==> config.mk <==
export PLATFORM = sky130hd
export DESIGN_NAME = rst_seq_ctrl_flat
export DESIGN_NICKNAME = d
export VERILOG_FILES = /design/src/rtl/rst_seq_ctrl_if.sv /design/src/rtl/rst_seq_ctrl.sv /design/src/flat_wrapper.sv
export SDC_FILE = /design/constraint.sdc
export NUM_CORES = 1
export LEC_CHECK = 0
export CAP_MARGIN = 20
export CORE_ASPECT_RATIO = 1.5
export CORE_MARGIN = 3
export CORE_UTILIZATION = 54
export DETAILED_ROUTE_END_ITERATION = 10
export PLACE_DENSITY = 0.88
export SETUP_SLACK_MARGIN = 0.4
export SYNTH_ARGS = -nofsm -noshare
export SYNTH_HDL_FRONTEND = slang
export SYNTH_SLANG_ARGS = --single-unit
==> constraint.sdc <==
create_clock -name clk_i -period 2.9 [get_ports clk_i]
set_input_delay 0.435 -clock clk_i [delete_from_list [all_inputs] [get_ports clk_i]]
set_output_delay 0.435 -clock clk_i [all_outputs]
set_load 0.01 [all_outputs]
==> src/rtl/rst_seq_ctrl_if.sv <==
// Reset-sequencer bundle: software restart request, per-domain acks, per-domain
// active-low resets and sequence status.
interface rst_seq_ctrl_if #(
  parameter int unsigned NUM_DOM = 3
);
  localparam int unsigned ERR_W = (NUM_DOM > 1) ? $clog2(NUM_DOM) : 1;

  logic               sw_rst_req;
  logic [NUM_DOM-1:0] dom_rdy;
  logic [NUM_DOM-1:0] dom_rst_n;
  logic               seq_done;
  logic               seq_err;
  logic [ERR_W-1:0]   err_dom;

  modport master (
    input  sw_rst_req, dom_rdy,
    output dom_rst_n, seq_done, seq_err, err_dom
  );

  modport slave (
    output sw_rst_req, dom_rdy,
    input  dom_rst_n, seq_done, seq_err, err_dom
  );
endinterface

==> src/rtl/rst_seq_ctrl.sv <==
// Reset sequencing controller: holds all domains in reset, then releases them
// one at a time in index order, waiting for each ack with a gap and a timeout.
module rst_seq_ctrl #(
  parameter int unsigned NUM_DOM  = 3,
  parameter int unsigned CNT_W    = 8,
  parameter int unsigned HOLD_CYC = 8,
  parameter int unsigned GAP_CYC  = 4,
  parameter int unsigned TIMEOUT  = 255
) (
  input  logic            clk_i,
  input  logic            rst_i,
  rst_seq_ctrl_if.master  bus
);
  localparam int unsigned IDX_W = (NUM_DOM > 1) ? $clog2(NUM_DOM) : 1;

  typedef enum logic [2:0] {
    ST_ASSERT, ST_RELEASE, ST_WAIT_ACK, ST_GAP, ST_DONE, ST_ERROR
  } state_e;

  state_e             state_q, state_d;
  logic [CNT_W-1:0]   cnt_q, cnt_d;
  logic [IDX_W-1:0]   idx_q, idx_d;
  logic [NUM_DOM-1:0] rst_n_q, rst_n_d;
  logic               done_q, done_d;
  logic               err_q, err_d;
  logic [IDX_W-1:0]   errdom_q, errdom_d;

  always_ff @(posedge clk_i) begin
    if (rst_i) begin
      state_q  <= ST_ASSERT;
      cnt_q    <= '0;
      idx_q    <= '0;
      rst_n_q  <= '0;
      done_q   <= 1'b0;
      err_q    <= 1'b0;
      errdom_q <= '0;
    end else begin
      state_q  <= state_d;
      cnt_q    <= cnt_d;
      idx_q    <= idx_d;
      rst_n_q  <= rst_n_d;
      done_q   <= done_d;
      err_q    <= err_d;
      errdom_q <= errdom_d;
    end
  end

  always_comb begin
    state_d = state_q;
    cnt_d   = cnt_q;
    idx_d   = idx_q;
    if (bus.sw_rst_req) begin
      state_d = ST_ASSERT;
      cnt_d   = '0;
      idx_d   = '0;
    end else begin
      unique case (state_q)
        ST_ASSERT: begin
          if (cnt_q == CNT_W'(HOLD_CYC - 1)) begin
            cnt_d   = '0;
            idx_d   = '0;
            state_d = ST_RELEASE;
          end else begin
            cnt_d = cnt_q + CNT_W'(1);
          end
        end
        ST_RELEASE: begin
          cnt_d   = '0;
          state_d = ST_WAIT_ACK;
        end
        ST_WAIT_ACK: begin
          // An ack on the timeout edge still counts as success.
          if (bus.dom_rdy[idx_q]) begin
            cnt_d   = '0;
            state_d = ST_GAP;
          end else if (cnt_q == CNT_W'(TIMEOUT - 1)) begin
            cnt_d   = '0;
            state_d = ST_ERROR;
          end else begin
            cnt_d = cnt_q + CNT_W'(1);
          end
        end
        ST_GAP: begin
          if (cnt_q == CNT_W'(GAP_CYC - 1)) begin
            cnt_d = '0;
            if (idx_q == IDX_W'(NUM_DOM - 1)) begin
              state_d = ST_DONE;
            end else begin
              idx_d   = idx_q + IDX_W'(1);
              state_d = ST_RELEASE;
            end
          end else begin
            cnt_d = cnt_q + CNT_W'(1);
          end
        end
        ST_DONE:  state_d = ST_DONE;
        ST_ERROR: state_d = ST_ERROR;
        default:  state_d = ST_ASSERT;
      endcase
    end
  end

  // Outputs are registered, so they are derived from the transition being taken.
  always_comb begin
    rst_n_d  = rst_n_q;
    errdom_d = errdom_q;
    if (state_q == ST_RELEASE) rst_n_d[idx_q] = 1'b1;
    if (state_d == ST_ASSERT || state_d == ST_ERROR) rst_n_d = '0;
    if (state_q == ST_WAIT_ACK && state_d == ST_ERROR) errdom_d = idx_q;
    done_d = (state_d == ST_DONE);
    err_d  = (state_d == ST_ERROR);
  end

  assign bus.dom_rst_n = rst_n_q;
  assign bus.seq_done  = done_q;
  assign bus.seq_err   = err_q;
  assign bus.err_dom   = errdom_q;

endmodule
==> src/flat_wrapper.sv <==
// flat-port wrapper written by rule: the top's interface ports become plain ports
module rst_seq_ctrl_flat 
#(
  parameter int unsigned NUM_DOM  = 3,
  parameter int unsigned CNT_W    = 8,
  parameter int unsigned HOLD_CYC = 8,
  parameter int unsigned GAP_CYC  = 4,
  parameter int unsigned TIMEOUT  = 255
)
  (clk_i, rst_i, bus_sw_rst_req, bus_dom_rdy, bus_dom_rst_n, bus_seq_done, bus_seq_err, bus_err_dom);
  rst_seq_ctrl_if #(.NUM_DOM(NUM_DOM)) bus_i ();
  input  logic clk_i;
  input  logic rst_i;
  input wire logic [$bits(bus_i.sw_rst_req)-1:0] bus_sw_rst_req;
  input wire logic [$bits(bus_i.dom_rdy)-1:0] bus_dom_rdy;
  output wire logic [$bits(bus_i.dom_rst_n)-1:0] bus_dom_rst_n;
  output wire logic [$bits(bus_i.seq_done)-1:0] bus_seq_done;
  output wire logic [$bits(bus_i.seq_err)-1:0] bus_seq_err;
  output wire logic [$bits(bus_i.err_dom)-1:0] bus_err_dom;
  assign bus_i.sw_rst_req = bus_sw_rst_req;
  assign bus_i.dom_rdy = bus_dom_rdy;
  assign bus_dom_rst_n = bus_i.dom_rst_n;
  assign bus_seq_done = bus_i.seq_done;
  assign bus_seq_err = bus_i.seq_err;
  assign bus_err_dom = bus_i.err_dom;
  rst_seq_ctrl #(.NUM_DOM(NUM_DOM), .CNT_W(CNT_W), .HOLD_CYC(HOLD_CYC), .GAP_CYC(GAP_CYC), .TIMEOUT(TIMEOUT)) u_core (.clk_i(clk_i), .rst_i(rst_i), .bus(bus_i));
endmodule
==> results of run 1 <==
==> worst min-delay path, cell delays in order (launching register included) <==
cell and delay (ps):
dfxtp_1 360, nand2_1 60, a21oi_1 50
==> flip-flops by register name (all words and copies together), names as in the netlist <==
signal                flops
u_core.state_q            3
u_core.bus.dom_rst_n      3
u_core.bus.seq_err        1
u_core.bus.err_dom        2
u_core.bus.seq_done       1
u_core.cnt_q              8
u_core.idx_q              2
==> power by group <==
group          switching (mW)  internal, mW  leakage (nW)
clock network          0.0956        0.0768        0.0210
registers             0.00173         0.276         0.161
logic                 0.00872        0.0110         0.277
total                   0.106         0.364         0.460
==> layout make-up <==
type / instances / area, sq um
multi-input combinational: 103 / 671
timing repair buffer: 12 / 120
clock buffer: 4 / 36.3
fill: 164 / 649
inverter: 6 / 22.5
tap: 21 / 26.3
sequential: 20 / 400
==> cell families after synthesis <==
kind of cell    after synthesis  synth area share
compound gates               32             0.211
xor+xnor                      1           0.00769
fa+ha+maj                     5            0.0549
buf+inv                      14            0.0604
flops                        20             0.351
mux                           3            0.0307
simple gates                 62             0.284
==> routing by layer <==
metal / vias up / share of wire
li1: 513 / -
met1: 492 / 0.39
met5: - / 0
met3: 11 / 0.050
met4: 0 / 0.030
met2: 41 / 0.53
==> synth_stat cells (all sizes together) <==
cell type | n | share of area
mux2 | 1 | 0.013
nand3 | 8 | 0.035
a32oi | 1 | 0.0077
clkbuf | 5 | 0.016
a211oi | 5 | 0.033
mux2i | 2 | 0.018
inv | 6 | 0.020
nand2b | 1 | 0.0055
o32ai | 1 | 0.0077
o21ai | 2 | 0.0088
dfxtp | 20 | 0.35
a31oi | 4 | 0.022
or2 | 4 | 0.022
or3 | 4 | 0.022
nor2 | 12 | 0.040
ha | 5 | 0.055
or4 | 5 | 0.033
nand4 | 1 | 0.0055
and3b | 1 | 0.0077
buf | 3 | 0.024
xnor2 | 1 | 0.0077
a2111oi | 1 | 0.024
nor2b | 3 | 0.016
nor4 | 2 | 0.011
a21o | 1 | 0.0066
and3 | 2 | 0.011
nand2 | 15 | 0.049
nor3 | 4 | 0.026
a41o | 1 | 0.0088
o21a | 1 | 0.0066
a41oi | 2 | 0.015
a21oi | 12 | 0.063
o2bb2ai | 1 | 0.0077
==> path summary, 6_finish.rpt <==
path | endpoint | depth (start not counted)
setup / recovery | u_core.cnt_q[3]$_SDFFE_PP0P_ | 7
hold reg to reg | u_core.cnt_q[1]$_SDFFE_PP0P_ | 2
hold / removal | u_core.cnt_q[1]$_SDFFE_PP0P_ | 2
setup reg to reg | u_core.cnt_q[3]$_SDFFE_PP0P_ | 7
==> layout by cell type (no fill, tap or decap), types with 3 or more instances in the layout <==
cell type        instances
ha_1                     5
nand2_1                 15
nor2_1                  12
a21oi_1                 11
a211oi_1                 5
dfxtp_1                 20
nor2b_1                  3
nand3_1                  8
or4_1                    5
clkbuf_4                 3
or3_1                    4
inv_1                    5
a31oi_1                  4
clkdlybuf4s50_1         12
==> reports/qor.csv, run 1 <==
stage,metric,value,unit
final_layout,drive_gt1_frac,0.0828,
clocking,post_cts_buffers,0,
logic_synthesis,yosys_warnings,0,
clocking,cts.clk_slew.worst_paths,130,ps
placed_design,gp_congestion,0.855,
power,finalPower,470,uW
final_layout,layout-area-overhead-vs-synth,12.0,%
grt,grt_pass1_wl,4580,um
final_layout,final_area,0.00128,sq mm
grt,busiest_layer,met2,
clocking,h-tree-depth,1,
clocking,post_cts_resized,0,
detailed_routing,drt_iter0_markers,37,
clocking,cts-hold-fix-buffers,0,
final_layout,antennaDiodeCount,0,
placed_design,port_buffers,12,
sta,worst_slack,571,ps
min_path,worstHoldStart,u_core.cnt_q[1]$_SDFFE_PP0P_,
grt,grt_remaining_overflow,0,
detailed_routing,drt-pass1-iter-count,4,
logic_synthesis,syn_avg_cell_area,8.32,sq um
critical_path,startpoint_type,flip-flop,
logic_synthesis,syn_nets,148,
grt,met3_usage,0.0434,
sta,period_minus_slack,2330,ps
power,peakVddDrop,0.225,mV
grt,grt_util_met1,0.240,
detailed_routing,drc,0,
floorplan,core,0.00193,sq mm
logic_synthesis,synth.cell_area,0.00114,sq mm
grt,grt_pass1_vias,1038,
sta,hold_viol,0,
critical_path,critical_path_buf_inv_count,0,
placed_design,postPlaceCellArea,0.00124,sq mm
critical_path,worstSetupEndpointType,flip-flop,
placed_design,placed_cells,162,
logic_synthesis,synth-seq-cells,20,
placed_design,place_hpwl,1840,um
grt,track_usage,0.214,
clocking,cts_root_buf,clkbuf_4,
critical_path,cpMaxStageDelayCell,or4_1,
sta,slew_viol_final,0,
detailed_routing,wl,2500,um
detailed_routing,ant_nets,0,
clocking,cts_sinks,20,
critical_path,worstPathRequired,3160,ps
clocking,clk_latency,320,ps
floorplan,initial_core_util,0.592,
floorplan,fp.dieW,43.5,um
sta,worst_slew_pin_slew,824,ps
logic_synthesis,synth.distinct_cells,39,
min_path,hp-class,flip-flop to flip-flop,
run,cap_violations,0,
power,p_leak,0.460,nW
grt,use_met2,0.365,
detailed_routing,vias_per_cell,6.37,
grt,grt_max_degree,27,
critical_path,r2r_slack,570,ps
outcome,status,"finished, final reports clean",
placed_design,place_ws,441,ps
critical_path,worstPathArrival,2590,ps
final_layout,finalNetCount,157,
sta,relSlewSlack,0.450,
critical_path,worstSetupStartpoint,u_core.cnt_q[0]$_SDFFE_PP0P_,
critical_path,slowest_delay,480,ps
detailed_routing,detail_route.wl_per_cell,15.1,um
logic_synthesis,yosysSeqAreaShare,0.351,
clocking,clock_path_buffers,2,
sta,period_share,0.803,
power,power_density,368,mW/mm^2
clocking,cts_tree,done,
critical_path,critPathTopFamily,simple AND/OR/NAND/NOR gates,
sta,final.setup.tns,0,ps
logic_synthesis,synth_cells,137,
sta,fmax,429,MHz
sta,rsz0062_at_grt,false,
grt,grt_antenna_before_repair,0,
floorplan,num_rows,19,
critical_path,crit_fanout,6,
critical_path,crit_type,flip-flop to flip-flop,
detailed_routing,vias,1057,
floorplan,dieArea,0.00271,sq mm
sta,hold_ws,504,ps
clocking,cts_buffers,3,
final_layout,layout.cells.non_filler,166,
sta,fin_worst_skew,13.8,ps
floorplan,die_h,62.3,um
critical_path,crit_path_cell_trace,ha_1 > nor2b_1 > and3_1 > o2bb2ai_1 > or2_1 > or4_1 > a31oi_1,
critical_path,rr_startpoint,u_core.cnt_q[0]$_SDFFE_PP0P_,
sta,setup_viol,0,
final_layout,final_util,0.663,
floorplan,pin_count,13,
Power figures use the tool's default switching activity.
==> inputs of run 2 (changes only) <==
==> constraint.sdc (replaced) <==
create_clock -name clk_i -period 2.25 [get_ports clk_i]
set_input_delay 0.3375 -clock clk_i [delete_from_list [all_inputs] [get_ports clk_i]]
set_output_delay 0.3375 -clock clk_i [all_outputs]
set_load 0.01 [all_outputs]
==> run 2 against run 1 <==
Against the previous run:
- non-clock buffer count is 11 higher
- setup slack got worse by 240 ps
- utilization increased by 14 points
- sequential share of layout area decreased by 4.3 points
- clock power up 74%
- via count grew 3.7%
- first-iteration DRC count grew 8.1%
- wire length is 15% higher
- global-route usage up 1.8 points
- clock skew shrank 13 ps
- final area increased by 22%
- power rose by 46%
- largest cell class unchanged
- largest power group unchanged
==> reports/qor.csv, run 2 (same netlist as run 1, synthesis figures left out) <==
stage,metric,value,unit,change
critical_path,critical_path_buf_inv_count,0,,unchanged
placed_design,place_hpwl,1950,um,was 1840 um
floorplan,num_rows,19,,unchanged
critical_path,cp_num_cells,6,,was 7
sta,period_minus_slack,1920,ps,was 2330 ps
detailed_routing,wl,2870,um,was 2500 um
critical_path,worstSetupStartpoint,u_core.idx_q[1]$_SDFFE_PP0P_,,was u_core.cnt_q[0]$_SDFFE_PP0P_
power,p_switching,137,uW,was 106 uW
detailed_routing,drt_iter0_markers,40,,was 37
power,peakVddDrop,0.371,mV,was 0.225 mV
critical_path,crit_path_end,u_core.bus.err_dom[0]$_SDFFE_PP0P_,,was u_core.cnt_q[3]$_SDFFE_PP0P_
critical_path,worstPathArrival,2130,ps,was 2590 ps
floorplan,dieArea,0.00271,sq mm,unchanged
detailed_routing,drc,0,,unchanged
final_layout,multi_input_area,822,sq um,was 671 sq um
sta,fmax,522,MHz,was 429 MHz
critical_path,rr_worst_depth,6,,was 7
clocking,cts.clk_slew.worst_paths,120,ps,was 130 ps
clocking,clock_path_buffers,2,,unchanged
placed_design,gp_congestion,0.890,,was 0.855
power,p_comb_frac,0.047,,was 0.042
sta,final.setup.tns,0,ps,unchanged
sta,period_share,0.852,,was 0.803
power,p_leak,0.535,nW,was 0.460 nW
floorplan,fp.dieW,43.5,um,unchanged
final_layout,final_area,0.00155,sq mm,was 0.00128 sq mm
sta,relSlewSlack,0.733,,was 0.450
floorplan,core,0.00193,sq mm,unchanged
power,power_density,442,mW/mm^2,was 368 mW/mm^2
sta,hold_viol,0,,unchanged
final_layout,largest_reg_flops,8,,unchanged
final_layout,fillers,96,,was 164
sta,rsz0062_at_grt,true,,was false
clocking,cts_buffers,3,,unchanged
grt,grt_max_degree,19,,was 27
grt,track_usage,0.232,,was 0.214
min_path,hp-class,flip-flop to flip-flop,,unchanged
placed_design,port_buffers,12,,unchanged
grt,grt_antenna_before_repair,0,,unchanged
outcome,status,"finished, final reports clean",,unchanged
power,clkPwrFrac,0.436,,was 0.367
final_layout,layout-area-overhead-vs-synth,36.2,%,was 12.0%
final_layout,antennaDiodeCount,0,,unchanged
critical_path,worstSetupEndpointType,flip-flop,,unchanged
critical_path,crit_type,flip-flop to flip-flop,,unchanged
sta,fin_worst_skew,1.07,ps,was 13.8 ps
sta,worst_slew_pin_slew,397,ps,was 824 ps
clocking,cts_sinks,20,,unchanged
grt,grt_pass1_wl,4880,um,was 4580 um
floorplan,initial_core_util,0.592,,unchanged
clocking,cts_tree,done,,unchanged
critical_path,r2r_end,u_core.bus.err_dom[0]$_SDFFE_PP0P_,,was u_core.cnt_q[3]$_SDFFE_PP0P_
power,switching_share,0.199,,was 0.226
power,p_int,550,uW,was 364 uW
sta,setup_viol,0,,unchanged
critical_path,worstPathRequired,2460,ps,was 3160 ps
final_layout,finalNetCount,168,,was 157
final_layout,final_util,0.806,,was 0.663
detailed_routing,vias,1096,,was 1057
clocking,clk_latency,310,ps,was 320 ps
critical_path,r2r_slack,330,ps,was 570 ps
critical_path,critPathTopFamily,simple AND/OR/NAND/NOR gates,,unchanged
final_layout,drive_gt1_frac,0.346,,was 0.0828
final_layout,seq_area,420,sq um,was 400 sq um
final_layout,layout.cells.non_filler,177,,was 166
critical_path,startpoint_type,flip-flop,,unchanged
critical_path,crit_path_cell_trace,mux2_4 > a21oi_4 > a41oi_2 > or4_4 > mux2i_1 > nor2_1,,was ha_1 > nor2b_1 > and3_1 > o2bb2ai_1 > or2_1 > or4_1 > a31oi_1
detailed_routing,detail_route.wl_per_cell,16.2,um,was 15.1 um
floorplan,die_h,62.3,um,unchanged
floorplan,pin_count,13,,unchanged
critical_path,slowest_delay,450,ps,was 480 ps
sta,slew_viol_final,0,,unchanged
clocking,cts_root_buf,clkbuf_4,,unchanged
placed_design,postPlaceCellArea,0.00132,sq mm,was 0.00124 sq mm
final_layout,final_common_cell,nand2_1,,was dfxtp_1
critical_path,rr_startpoint,u_core.idx_q[1]$_SDFFE_PP0P_,,was u_core.cnt_q[0]$_SDFFE_PP0P_
grt,grt_pass1_vias,1099,,was 1038
detailed_routing,ant_nets,0,,unchanged
grt,grt_remaining_overflow,0,,unchanged
final_layout,top_register,u_core.cnt_q,,unchanged
detailed_routing,drt-pass1-iter-count,4,,unchanged
critical_path,crit_fanout,5,,was 6
final_layout,layout_common_cells,"nand2_1, clkdlybuf4s50_1, dfxtp_1",,"was dfxtp_1, nand2_1, nor2_1, clkdlybuf4s50_1, a21oi_1"
critical_path,cpMaxStageDelayCell,or4_4,,was or4_1
power,seq_power_share,0.517,,was 0.591
run,cap_violations,0,,unchanged
clocking,h-tree-depth,1,,unchanged
detailed_routing,vias_per_cell,6.19,,was 6.37
placed_design,placed_cells,166,,was 162
run 2: cell types whose count changed in the layout (fill, tap and decap cells not counted), moves of 3 or more:
cell and delta:
buf_4 +10, dfxtp_1 -8, a211oi_1 -4, dfxtp_2 +4, dfxtp_4 +4, a211oi_2 +3, ha_1 -3, ha_4 +3
run 2: stage by stage:
step | hold WS (ps) | power (mW) | worst slack (ps)
finish | 524 | 0.687 | 333
global route | 565 | 0.708 | 259
floorplan | 410 | 0.382 | 374
detailed placement | 487 | 0.393 | 7.34
CTS | 517 | 0.690 | 359
global placement | 481 | 0.393 | 62.4
run 2: power by group through the flow:
stage          clock network, mW  registers [mW]  logic, mW
2_1_floorplan                  0           0.366     0.0153
3_3_place_gp                   0           0.367     0.0257
3_5_place_dp                   0           0.367     0.0263
4_1_cts                    0.303           0.355     0.0316
5_1_grt                    0.318           0.355     0.0354
6_report                   0.300           0.355     0.0323
run 2: worst min-delay path by stage:
stage / from / endpoint / slack (ps) / cells after the start
floorplan: rst_i / u_core.bus.err_dom[0]$_SDFFE_PP0P_ / 410 / 1
global placement: u_core.cnt_q[1]$_SDFFE_PP0P_ / u_core.cnt_q[1]$_SDFFE_PP0P_ / 480 / 2
detailed placement: u_core.cnt_q[1]$_SDFFE_PP0P_ / u_core.cnt_q[1]$_SDFFE_PP0P_ / 490 / 2
CTS: u_core.idx_q[0]$_SDFFE_PP0P_ / u_core.idx_q[0]$_SDFFE_PP0P_ / 520 / 2
global route: u_core.idx_q[0]$_SDFFE_PP0P_ / u_core.idx_q[0]$_SDFFE_PP0P_ / 560 / 2
finish: u_core.idx_q[0]$_SDFFE_PP0P_ / u_core.idx_q[0]$_SDFFE_PP0P_ / 520 / 2
run 2: final cells by class:
class / count / share of cell area
multi-input cells: 103 / 0.529
clock buffers: 3 / 0.0145
clock inverters: 1 / 0.0193
well taps: 21 / 0.0169
flip-flops and latches: 20 / 0.271
inverters: 6 / 0.0161
repair buffers: 23 / 0.133
run 2: timing repair:
action	in CTS	in global routing
pin swaps	13	4
endpoints found under the setup margin	10	14
buffers inserted	5	2
gates resized for setup	24	10
hold buffers	0	0
run 2: layer usage:
layer	GRT usage	wire length (um)	vias up	share of wire
met5	0	0	-	0
met4	0.0981	49	0	0.017
met3	0.0405	118	5	0.041
met2	0.419	1630	35	0.57
met1	0.253	1070	522	0.37
li1	-	-	534	-
run 2: tightest hold or removal path, stage by stage, from the launching register on:
cell and delay (ps):
dfxtp_4 390, nand2_1 60, a21oi_1 50
==> RTL edit 1 (config.mk and constraints of run 2) <==
Make the reset (`rst_i`) asynchronous in one clocked block.
--- a/src/rtl/rst_seq_ctrl.sv
+++ b/src/rtl/rst_seq_ctrl.sv
@@ -25,7 +25,7 @@
   logic               err_q, err_d;
   logic [IDX_W-1:0]   errdom_q, errdom_d;
 
-  always_ff @(posedge clk_i) begin
+  always_ff @(posedge clk_i or posedge rst_i) begin
     if (rst_i) begin
       state_q  <= ST_ASSERT;
       cnt_q    <= '0;
Check against the original RTL: differs if rst_i is asserted again (counterexample within 10 cycles, from zero or initial values and one cycle with rst_i high); with rst_i held inactive, the same outputs for 10 cycles.
==> RTL edit 1 against run 2 <==
Sequential cell count did not move; non-clock buffer count fell by 4; worst setup slack gained 0.027 ns; design area fell by 4.5%; wire length up 6.1%; hold slack worse by 0.047 ns; synthesized area up 8.0%; highest routed layer unchanged.
Power is not compared: it rests on default switching activity, and its combinational part moved more than twofold at a synthesized area within 25%.
==> RTL edit 1: results (changes against run 2) <==
\begin{tabular}{lr}
\hline
Metric & Value \\
\hline
\multicolumn{2}{l}{\textbf{Outcome}} \\
Outcome & finished, final reports clean \\
\multicolumn{2}{l}{\textbf{Setup path}} \\
Maximum net fanout on the critical path & 7 (+2) \\
Data arrival, critical path & 2.08 ns (-0.05 ns) \\
\multicolumn{2}{l}{\textbf{Placement}} \\
Cell Area, Placed & 1370 um2 (+3.7\%) \\
Detailed placement HPWL & 2100 um (+8.0\%) \\
Placement-stage worst setup slack & 0.233 ns (+0.226 ns) \\
\multicolumn{2}{l}{\textbf{Routing}} \\
Iter 0 DRT Violations & 50 (+25\%) \\
Vias & 1144 (+4.4\%) \\
Average wire length per cell after detail routing & 17.0 um (+4.9\%) \\
DRT Pass-1 Iters & 5 (+1) \\
\multicolumn{2}{l}{\textbf{Layout}} \\
Net count, final & 170 (+1.2\%) \\
Fillers & 155 (+61\%) \\
Layout-stage area growth over the synthesis result & 20.4\% \\
\multicolumn{2}{l}{\textbf{Synthesis}} \\
Netlist cell types & 38 (-2.6\%) \\
Async set-or-reset flop fraction in the synthesized netlist & 100\% (+100 points) \\
Mean post-synth cell area & 8.73 um2 (+4.9\%) \\
Dominant register cell in the synthesized netlist & sky130\_fd\_sc\_hd\_\_dfrtp\_1 \\
Post-Synthesis Net Count & 152 (+2.7\%) \\
Top cells by area in the synthesized netlist & sky130\_fd\_sc\_hd\_\_dfrtp\_1, sky130\_fd\_sc\_hd\_\_ha\_1, sky130\_fd\_sc\_hd\_\_nand2\_1 \\
\multicolumn{2}{l}{\textbf{Worst hold path}} \\
Min-Delay Path Class & in -> async \\
\multicolumn{2}{l}{\textbf{Global routing}} \\
Pin count of the biggest net entering global routing & 21 (+2) \\
First-pass GRT wire length & 4870 um (-0.14\%) \\
All-Layer GR Usage & 22.6\% (-0.61 points) \\
\multicolumn{2}{l}{\textbf{Timing}} \\
Worst setup skew after layout & 0.00240 ns (+0.00133 ns) \\
\multicolumn{2}{l}{\textbf{CTS}} \\
Cells resized by post-CTS repair & 3 (-88\%) \\
\hline
\end{tabular}
RTL edit 1: kinds of logic after synthesis:
logic type | count (synthesis) | share of synthesized area (%)
fa+ha+maj | 5 | 5.08
flops | 20 | 40.7
compound gates | 35 | 18.6
simple gates | 58 | 25.7
mux | 5 | 4.37
buf+inv | 18 | 5.59
RTL edit 1: routing by layer:
layer | global-route usage (%) | routed length [um]
met5 | 0 | 0
met2 | 39.2 | 1680
met3 | 2.22 | 96
met1 | 24.5 | 1140
met4 | 15.0 | 136
RTL edit 1: area by class of cell:
| class | count | share of cell area, % |
|---|---|---|
| multi-input cells | 103 | 48.1 |
| flip-flops and latches | 20 | 33.8 |
| repair buffers | 19 | 11.6 |
| inverters | 12 | 3.04 |
| well taps | 22 | 1.86 |
| clock buffers | 3 | 1.52 |
RTL edit 1: worst max-delay path, stage by stage (launching register included):
cell	delay (ns)
sky130_fd_sc_hd__dfrtp_2	0.44
sky130_fd_sc_hd__ha_4	0.17
sky130_fd_sc_hd__nor4b_4	0.35
sky130_fd_sc_hd__buf_4	0.19
sky130_fd_sc_hd__a21o_1	0.11
sky130_fd_sc_hd__o211ai_1	0.08
sky130_fd_sc_hd__buf_4	0.18
sky130_fd_sc_hd__a31oi_1	0.16
sky130_fd_sc_hd__o22ai_1	0.10
RTL edit 1: path summary, 6_finish.rpt:
path	start	end	slack, ns	cells after the start
setup / recovery	u_core.cnt_q[0]	u_core.cnt_q[7]	0.36	8
hold / removal	rst_i	u_core.state_q[0]	0.48	2
setup reg to reg	u_core.cnt_q[0]	u_core.cnt_q[7]	0.36	8
hold reg to reg	u_core.bus.err_dom[0]	u_core.bus.err_dom[0]	0.51	1
max in group asynchronous	rst_i	u_core.cnt_q[0]	1.24	2
min in group clk_i	u_core.bus.err_dom[0]	u_core.bus.err_dom[0]	0.51	1
==> RTL edit 2 (settings of run 2) <==
Without the edit above. `TIMEOUT` is set to 255 in 2 places; all go to 127.
--- a/src/rtl/rst_seq_ctrl.sv
+++ b/src/rtl/rst_seq_ctrl.sv
@@ -5,7 +5,7 @@
   parameter int unsigned CNT_W    = 8,
   parameter int unsigned HOLD_CYC = 8,
   parameter int unsigned GAP_CYC  = 4,
-  parameter int unsigned TIMEOUT  = 255
+  parameter int unsigned TIMEOUT  = 127
 ) (
   input  logic            clk_i,
   input  logic            rst_i,
--- a/src/flat_wrapper.sv
+++ b/src/flat_wrapper.sv
@@ -5,7 +5,7 @@
   parameter int unsigned CNT_W    = 8,
   parameter int unsigned HOLD_CYC = 8,
   parameter int unsigned GAP_CYC  = 4,
-  parameter int unsigned TIMEOUT  = 255
+  parameter int unsigned TIMEOUT  = 127
 )
   (clk_i, rst_i, bus_sw_rst_req, bus_dom_rdy, bus_dom_rst_n, bus_seq_done, bus_seq_err, bus_err_dom);
   rst_seq_ctrl_if #(.NUM_DOM(NUM_DOM)) bus_i ();
Behaviour: same outputs for any inputs over 10 cycles, from zero or initial values and one cycle with rst_i high; that may be too few to reach the edited logic, so the function may still have changed.
==> RTL edit 2 against run 2 <==
Via count rose by 17%; sequential cell count did not move; clock skew rose by 0.0077 ns; worst setup slack improved by 0.014 ns; non-clock buffer count rose by 2; combinational power rose by 6%; largest power group unchanged; wire length rose by 26%; synthesized area rose by 5.2%; design area rose by 2.3%; clock power fell by 30%; synthesized cell count rose by 4.4%; largest cell class unchanged; power fell by 13%.
==> RTL edit 2: results (changes against run 2) <==
\begin{tabular}{lr}
\hline
Metric & Value \\
\hline
\multicolumn{2}{l}{\textbf{Outcome}} \\
Outcome & finished, final reports clean \\
\multicolumn{2}{l}{\textbf{Synthesis}} \\
List of most frequent post-synthesis cells & sky130\_fd\_sc\_hd\_\_dfxtp\_1, sky130\_fd\_sc\_hd\_\_nand2\_1, sky130\_fd\_sc\_hd\_\_nand3\_1, sky130\_fd\_sc\_hd\_\_nor2\_1 \\
Post-Synthesis Net Count & 154 (+4.1\%) \\
Netlist cell types & 44 (+13\%) \\
Yosys top cell area share & 33.4\% (-1.7 points) \\
Top cells by area in the synthesized netlist & sky130\_fd\_sc\_hd\_\_dfxtp\_1, sky130\_fd\_sc\_hd\_\_ha\_1, sky130\_fd\_sc\_hd\_\_nand3\_1 \\
Sequential share of the synthesized area & 33.4\% (-1.7 points) \\
\multicolumn{2}{l}{\textbf{Layout}} \\
Fillers & 126 (+31\%) \\
Fraction of layout instances using a drive strength above 1 & 31.5\% (-3.1 points) \\
Clk\_buf instances & 4 (+1) \\
Multi-input gate count & 109 (+5.8\%) \\
Layout-stage area growth over the synthesis result & 32.5\% \\
Total number of sequential cells & 20 (unchanged) \\
Signal buffers share of area & 13.7\% (+0.42 points) \\
Net count, final & 177 (+5.4\%) \\
Clk cell area share & 2.29\% (-1.1 points) \\
Register area & 423 um2 (+0.60\%) \\
\multicolumn{2}{l}{\textbf{Timing}} \\
Worst slew margin relative to its limit & 70.7\% (-2.6 points) \\
Worst hold slack & 0.480 ns (-0.0444 ns) \\
Final clock period utilization by the worst path & 84.6\% (-0.61 points) \\
\multicolumn{2}{l}{\textbf{Global routing}} \\
Vias in the first global route & 1186 (+7.9\%) \\
First-pass GRT wire length & 4980 um (+2.1\%) \\
Pin count of the biggest net entering global routing & 13 (-6) \\
All-Layer GR Usage & 22.7\% (-0.54 points) \\
\multicolumn{2}{l}{\textbf{Setup path}} \\
Maximum net fanout on the critical path & 10 (+5) \\
Destination of the critical timing path & u\_core.bus.dom\_rst\_n[1] \\
Delay of the slowest critical-path stage & 0.57 ns (+0.12 ns) \\
Data arrival, critical path & 2.11 ns (-0.02 ns) \\
\multicolumn{2}{l}{\textbf{Pwr}} \\
Standby leakage power & 0.542 nW (+1.2\%) \\
Worst-case vdd ir drop & 0.365 mV (-1.6\%) \\
\multicolumn{2}{l}{\textbf{Floorplan}} \\
Tapcell count & 22 (+4.8\%) \\
\multicolumn{2}{l}{\textbf{CTS}} \\
Post CTS Setup Buffer Count & 2 (-3) \\
Cells resized by post-CTS repair & 10 (-58\%) \\
\multicolumn{2}{l}{\textbf{Placement}} \\
Routability-driven placement congestion ratio & 0.855 (-3.9\%) \\
Detailed placement HPWL & 2190 um (+13\%) \\
\multicolumn{2}{l}{\textbf{Worst hold path}} \\
Hold endpoint & u\_core.bus.err\_dom[0] \\
Worst hold path startpoint & u\_core.bus.err\_dom[0] \\
\multicolumn{2}{l}{\textbf{Routing}} \\
Iter 0 DRT Violations & 37 (-7.5\%) \\
\hline
\end{tabular}
-- RTL edit 2: kinds of logic (layout without fill, tap and decap cells) --
group,Yosys count,in the layout,share of synthesized area [%]
multiplexers,1,1,0.835
flip-flops,20,20,33.4
buffers and inverters,14,36,5.32
AO/OA/AOI/OAI,34,34,21.9
AND/OR/NAND/NOR,69,69,33.3
adder cells (fa/ha/maj),5,5,5.22
-- RTL edit 2: metal layers --
metal  up-vias  track usage (%)  share of wire [%]
met3        17             2.86                4.6
met5         -                0                  0
met1       623             24.9                 36
met4         0             11.3                3.8
li1        588                -                  -
met2        58             40.1                 56
-- RTL edit 2: power by group --
group	internal (mW)	leakage [nW]	switching, mW
logic	0.0159	0.353	0.0183
clock network	0.0988	0.0210	0.112
registers	0.352	0.167	0.00346
total	0.467	0.542	0.134
